`config.mk`:
```
export PLATFORM = sky130hd
export DESIGN_NAME = pong_match_ctrl
export DESIGN_NICKNAME = d
export VERILOG_FILES = /design/src/rtl/pong_match_ctrl.sv
export SDC_FILE = /design/constraint.sdc
export NUM_CORES = 1
export LEC_CHECK = 0
export CORE_ASPECT_RATIO = 1.75
export CORE_UTILIZATION = 54
export CTS_CLUSTER_SIZE = 10
export DETAILED_ROUTE_END_ITERATION = 10
export PLACE_DENSITY = 0.93
export SETUP_SLACK_MARGIN = 0.1
export SLEW_MARGIN = 20
export SYNTH_ARGS = -nofsm -noshare
export SYNTH_HDL_FRONTEND = slang
export SYNTH_SLANG_ARGS = --single-unit
```
`constraint.sdc`:
```
create_clock -name i_Clk -period 5.2 [get_ports i_Clk]
set_input_delay 0.78 -clock i_Clk [delete_from_list [all_inputs] [get_ports i_Clk]]
set_output_delay 0.78 -clock i_Clk [all_outputs]
set_load 0.02 [all_outputs]
```
`src/rtl/pong_match_ctrl.sv`:
```
// pong_match_ctrl: match-level controller for Pong.
// Decodes UART command bytes, tracks both scores, counts serve delays in
// frame ticks (rising edges of VSync) and detects the end of the match.
// Ports:
//   i_Clk, i_Rst            clock, synchronous active-high reset
//   i_Rx_DV, i_Rx_Byte      received UART byte and its valid strobe
//   i_VSync                 vertical sync, its rising edge is the frame tick
//   i_Miss_P1, i_Miss_P2    ball passed the left / right edge
//   o_Game_Active           ball and paddles move (PLAY only)
//   o_Ball_Reset            playfield holds ball at centre
//   o_Serve_Dir             0 = serve toward P2, 1 = toward P1
//   o_CPU_P2                P2 paddle under CPU control
//   o_Score_P1, o_Score_P2  scores
//   o_Winner                0 none, 1 P1, 2 P2
//   o_State                 IDLE=0 SERVE=1 PLAY=2 PAUSE=3 OVER=4
module pong_match_ctrl #(
  parameter int SCORE_WIDTH        = 4,
  parameter int WIN_SCORE          = 9,
  parameter int SERVE_DELAY_FRAMES = 60,
  parameter int STRICT_CMD         = 1
) (
  input  logic                   i_Clk,
  input  logic                   i_Rst,
  input  logic                   i_Rx_DV,
  input  logic [7:0]             i_Rx_Byte,
  input  logic                   i_VSync,
  input  logic                   i_Miss_P1,
  input  logic                   i_Miss_P2,
  output logic                   o_Game_Active,
  output logic                   o_Ball_Reset,
  output logic                   o_Serve_Dir,
  output logic                   o_CPU_P2,
  output logic [SCORE_WIDTH-1:0] o_Score_P1,
  output logic [SCORE_WIDTH-1:0] o_Score_P2,
  output logic [1:0]             o_Winner,
  output logic [2:0]             o_State
);

  localparam int CNT_W = (SERVE_DELAY_FRAMES < 1) ? 1 : $clog2(SERVE_DELAY_FRAMES + 1);
  localparam logic [CNT_W-1:0]       CNT_LOAD = CNT_W'(SERVE_DELAY_FRAMES);
  localparam logic [SCORE_WIDTH-1:0] WIN      = SCORE_WIDTH'(WIN_SCORE);

  localparam logic [7:0] CMD_START = 8'h53;
  localparam logic [7:0] CMD_PAUSE = 8'h50;
  localparam logic [7:0] CMD_CPU   = 8'h43;
  localparam logic [7:0] CMD_RESET = 8'h52;

  typedef enum logic [2:0] {
    ST_IDLE  = 3'd0,
    ST_SERVE = 3'd1,
    ST_PLAY  = 3'd2,
    ST_PAUSE = 3'd3,
    ST_OVER  = 3'd4
  } state_t;

  state_t                 state_q, state_d;
  logic [SCORE_WIDTH-1:0] score_p1_q, score_p1_d;
  logic [SCORE_WIDTH-1:0] score_p2_q, score_p2_d;
  logic [1:0]             winner_q, winner_d;
  logic                   serve_dir_q, serve_dir_d;
  logic                   cpu_p2_q, cpu_p2_d;
  logic [CNT_W-1:0]       cnt_q, cnt_d;
  logic                   vsync_q, vsync_d;
  logic                   game_active_q, game_active_d;
  logic                   ball_reset_q, ball_reset_d;

  logic                   tick;
  logic                   cmd_start, cmd_pause, cmd_cpu, cmd_reset;
  logic                   known_cmd;
  logic [SCORE_WIDTH-1:0] p1_inc, p2_inc;

  always_comb begin
    vsync_d = i_VSync;
    tick    = i_VSync & ~vsync_q;

    known_cmd = (i_Rx_Byte == CMD_PAUSE) || (i_Rx_Byte == CMD_CPU) ||
                (i_Rx_Byte == CMD_RESET);
    cmd_pause = i_Rx_DV && (i_Rx_Byte == CMD_PAUSE);
    cmd_cpu   = i_Rx_DV && (i_Rx_Byte == CMD_CPU);
    cmd_reset = i_Rx_DV && (i_Rx_Byte == CMD_RESET);
    // Legacy mode: any byte that is not P/C/R starts the game.
    cmd_start = i_Rx_DV && ((i_Rx_Byte == CMD_START) ||
                            ((STRICT_CMD == 0) && !known_cmd));

    p1_inc = score_p1_q + 1'b1;
    p2_inc = score_p2_q + 1'b1;

    state_d     = state_q;
    score_p1_d  = score_p1_q;
    score_p2_d  = score_p2_q;
    winner_d    = winner_q;
    serve_dir_d = serve_dir_q;
    cpu_p2_d    = cpu_p2_q;
    cnt_d       = cnt_q;

    if (cmd_reset) begin
      state_d    = ST_IDLE;
      score_p1_d = '0;
      score_p2_d = '0;
      winner_d   = '0;
      cnt_d      = '0;
    end else begin
      case (state_q)
        ST_IDLE, ST_OVER: begin
          if (cmd_start) begin
            state_d     = ST_SERVE;
            score_p1_d  = '0;
            score_p2_d  = '0;
            winner_d    = '0;
            serve_dir_d = 1'b0;
            cnt_d       = CNT_LOAD;
          end
          if (cmd_cpu) cpu_p2_d = ~cpu_p2_q;
        end
        ST_SERVE: begin
          if (tick) begin
            if (cnt_q == '0) state_d = ST_PLAY;
            else             cnt_d   = cnt_q - 1'b1;
          end
        end
        ST_PLAY: begin
          // A miss outranks a Pause arriving in the same cycle.
          if (i_Miss_P1 && i_Miss_P2) begin
            state_d = ST_SERVE;
            cnt_d   = CNT_LOAD;
          end else if (i_Miss_P1) begin
            score_p2_d  = p2_inc;
            serve_dir_d = 1'b1;
            if (p2_inc == WIN) begin
              state_d  = ST_OVER;
              winner_d = 2'd2;
            end else begin
              state_d = ST_SERVE;
              cnt_d   = CNT_LOAD;
            end
          end else if (i_Miss_P2) begin
            score_p1_d  = p1_inc;
            serve_dir_d = 1'b0;
            if (p1_inc == WIN) begin
              state_d  = ST_OVER;
              winner_d = 2'd1;
            end else begin
              state_d = ST_SERVE;
              cnt_d   = CNT_LOAD;
            end
          end else if (cmd_pause) begin
            state_d = ST_PAUSE;
          end
        end
        ST_PAUSE: begin
          if (cmd_pause) state_d = ST_PLAY;
        end
        default: state_d = ST_IDLE;
      endcase
    end

    // Outputs decoded from the next state so they register alongside it.
    game_active_d = (state_d == ST_PLAY);
    ball_reset_d  = !((state_d == ST_PLAY) || (state_d == ST_PAUSE));
  end

  always_ff @(posedge i_Clk) begin
    if (i_Rst) begin
      state_q       <= ST_IDLE;
      score_p1_q    <= '0;
      score_p2_q    <= '0;
      winner_q      <= '0;
      serve_dir_q   <= 1'b0;
      cpu_p2_q      <= 1'b0;
      cnt_q         <= '0;
      vsync_q       <= 1'b0;
      game_active_q <= 1'b0;
      ball_reset_q  <= 1'b1;
    end else begin
      state_q       <= state_d;
      score_p1_q    <= score_p1_d;
      score_p2_q    <= score_p2_d;
      winner_q      <= winner_d;
      serve_dir_q   <= serve_dir_d;
      cpu_p2_q      <= cpu_p2_d;
      cnt_q         <= cnt_d;
      vsync_q       <= vsync_d;
      game_active_q <= game_active_d;
      ball_reset_q  <= ball_reset_d;
    end
  end

  assign o_Game_Active = game_active_q;
  assign o_Ball_Reset  = ball_reset_q;
  assign o_Serve_Dir   = serve_dir_q;
  assign o_CPU_P2      = cpu_p2_q;
  assign o_Score_P1    = score_p1_q;
  assign o_Score_P2    = score_p2_q;
  assign o_Winner      = winner_q;
  assign o_State       = state_q;

endmodule

```
==> run_results.csv <==
group,metric,value,unit
clock_network,post-cts-setup-buffer-count,0,
finish,fin_nets,225,
sta,setup_viol,0,
clock_network,h-tree-depth,1,
sta,timing.final.crit_share,0.5347,
worst_setup_path,cp-startpoint,"i_Rx_DV",
global_routing,grt_antenna_before_repair,0,
power,power_density,206.5,mW/mm^2
synth,ys_async_sr_fraction,0,
finish,drive_gt1_frac,0.07805,
worst_setup_path,cp_num_buf_inv,1,
synth,yosys.area.top_type,"dfxtp_1",
worst_setup_path,worstPathCellList,"clkdlybuf4s50_1 -> or3b_4 -> or4_2 -> nand2_2 -> a21o_1 -> nand2b_1 -> nor2b_1",
worst_setup_path,worstReg2RegEnd,"o_Score_P2[2]",
synth,synth_nets,193,
global_routing,grt_pass1_wl,5871,microns
sta,relSlewSlack,0.5372,
sta,fin_ws,2.419,ns
synth,synth_area_leaders,"dfxtp_1, nor2_1, ha_1",
sta,finalHoldViolations,0,
sta,fin_tns_setup,0,ns
sta,clock_skew,0.004478,ns
global_routing,track_usage,0.2894,
worst_setup_path,cp_max_fo,18,
clock_network,cts_buffers,3,
floorplan,fp.dieArea,0.002847,sq mm
synth,synth_cell_type_count,47,
run,maxCapViolCount,0,
synth,yosysSeqAreaShare,0.3383,
worst_hold_path,holdPathEnd,"o_Winner[0]",
worst_setup_path,start_kind,"primary input",
sta,worst_pin_slew,0.6928,ns
placed_design,dp_hpwl,2979,microns
worst_hold_path,worstHoldPathCells,2,
worst_setup_path,worstPathRequired,5.37,ns
synth,synth_ff_type,"dfxtp_1",
finish,final_common_cell,"clkdlybuf4s50_1",
worst_setup_path,slowest_stage,"or4_2",
floorplan,ios,31,
global_routing,grt_pass1_vias,1322,
sta,slew_viol_final,0,
synth,yosysWarnings,0,
synth,syn_avg_cell_area,8.162,sq um
synth,synth_edf_count,0,
worst_hold_path,min_from,"o_Winner[0]",
finish,fin_area,0.001809,sq mm
worst_setup_path,reg2regPathDepth,6,
floorplan,die_width,40.77,microns
placed_design,io_buffers,30,
clock_network,root_buffer,"clkbuf_8",
clock_network,ctsHoldBuffers,0,
placed_design,place_area,0.001738,sq mm
worst_setup_path,worst-setup-path-type,"in2reg",
detailed_routing,drtPass1Iterations,4,
clock_network,cts_tree,"yes",
detailed_routing,routedWlPerCell,16.82,microns
detailed_routing,totalWireLength,3886,microns
detailed_routing,detail-route-antenna-nets,0,
finish,final_cell_mix,"clkdlybuf4s50_1, dfxtp_1, nor2_1",
power,ir_drop,188.2,uV
detailed_routing,num_vias,1469,
power,leakage,0.6309,nW
sta,fmax,359.6,MHz
finish,nFillCells,204,
detailed_routing,drc_errors,0,
synth,synth_seq_cells,24,
worst_setup_path,arrival,2.95,ns
finish,syn2layout_area_growth,27.40,%
synth,syn-instance-count,174,
clock_network,cts-resized-gates,0,
placed_design,place_congestion,0.9215,
global_routing,grt.overflow.total,0,
floorplan,num_rows,24,
status,status,"finished, final reports clean",
clock_network,cts_sinks,24,
finish,antenna_cells,0,
placed_design,place_worst_setup_slack,2.164,ns
sta,fin_crit,2.781,ns
worst_setup_path,worstSetupEndpointType,"flop",
clock_network,clock_latency,0.27,ns
floorplan,start_util,0.5698,
worst_setup_path,r2r_start,"o_State[1]",
floorplan,design.core.area,0.002492,sq mm
detailed_routing,drt-vias-per-instance,6.359,
floorplan,fp.dieH,69.84,microns
synth,synth_top_area_frac,0.3383,
worst_setup_path,slowest_delay,0.60,ns
detailed_routing,drt_iter0_markers,68,
worst_hold_path,hp-class,"reg2reg",
clock_network,clk_pin_slew,0.08,ns
global_routing,grt_max_degree,19,
sta,rsz0062_at_grt,"false",
synth,syn_area,0.001420,sq mm
worst_setup_path,rrSetupSlack,2.84,ns
worst_setup_path,crit_family,"simple AND/OR/NAND/NOR gates",
clock_network,cts_buffer_depth,2,
==> per-stage QoR <==
stage	hold slack, ns	utilization	cells	power, mW
after floorplan	0.4637	-	174	0.1984
after global placement	0.4681	0.6973	227	0.2111
after detailed placement	0.4617	0.6973	227	0.2120
after CTS	0.4842	0.7259	231	0.3740
after global routing	0.5162	0.7259	231	0.3832
final	0.4887	0.7259	231	0.3736
==> layer usage <==
layer	share of wire	up-vias	track usage	wire [microns]
met2	0.59	39	0.5344	2289
li1	-	720	-	-
met5	0	-	0	0
met1	0.36	700	0.3057	1414
met4	0.018	0	0.08519	71
met3	0.029	10	0.03205	111
==> worst max-delay path by stage <==
stage                    end  slack, ns  cells after the start
6_report       o_Game_Active       2.42                      7
4_1_cts        o_Game_Active       2.42                      7
2_1_floorplan       cnt_q[3]       2.87                      5
5_1_grt        o_Game_Active       2.32                      7
3_3_place_gp        cnt_q[1]       2.24                      6
3_5_place_dp   o_Game_Active       2.16                      7
==> area by class of cell <==
| type | count | area, sq um | area share |
|---|---|---|---|
| inverter | 11 | 41.29 | 0.02282 |
| clock buffer | 3 | 41.29 | 0.02282 |
| sequential | 24 | 480.5 | 0.2656 |
| clock inverter | 1 | 30.03 | 0.01660 |
| timing repair buffer | 30 | 300.3 | 0.1660 |
| tap | 26 | 32.53 | 0.01798 |
| multi-input combinational | 136 | 883.3 | 0.4882 |
==> cell usage after synthesis (2+ instances only) <==
| cell | n |
|---|---|
| nor4_1 | 6 |
| a32oi_1 | 2 |
| or3_1 | 3 |
| a211oi_1 | 5 |
| nor3b_1 | 4 |
| ha_1 | 5 |
| a21oi_1 | 12 |
| nand2b_1 | 4 |
| nand3b_1 | 2 |
| mux2i_1 | 2 |
| a31oi_1 | 8 |
| buf_2 | 3 |
| a21o_2 | 2 |
| inv_1 | 11 |
| or2_2 | 2 |
| nor3_1 | 2 |
| nor2b_1 | 3 |
| o21ai_0 | 8 |
| nand4_1 | 2 |
| and3_1 | 3 |
| a311oi_1 | 4 |
| or4_1 | 2 |
| dfxtp_1 | 24 |
| nand2_1 | 11 |
| nand3_1 | 5 |
| nor2_1 | 18 |
==> sequential cells by signal, summed over array words and instances, names as in the netlist <==
name	flops
o_Winner	2
vsync_q	1
o_Score_P2	4
o_CPU_P2	1
o_Game_Active	1
o_Ball_Reset	1
o_State	3
o_Score_P1	4
cnt_q	6
o_Serve_Dir	1
==> tightest hold or removal path: cells and delay by family (launching register included) <==
kind / cells / cell delay [ns]
DFF: 1 / 0.32
AOI/OAI and AO/OA: 1 / 0.06
buffers and inverters: 1 / 0.05
==> kinds of logic after synthesis <==
| group | share of synthesized area |
|---|---|
| xor gates and xnor gates | 0.006169 |
| DFF | 0.3383 |
| adders and majority gates | 0.04405 |
| muxes | 0.01410 |
| and+or+nand+nor | 0.3075 |
| buffers and inverters | 0.03964 |
| AOI/OAI and AO/OA | 0.2502 |
==> where the power goes <==
group / leakage (nW) / internal (mW) / switching [mW]
clock: 0.0357 / 0.103 / 0.0623
combinational: 0.402 / 0.0124 / 0.0113
sequential: 0.194 / 0.184 / 0.000379
total: 0.631 / 0.300 / 0.0740
No activity file was read; power rests on OpenSTA's default activity.
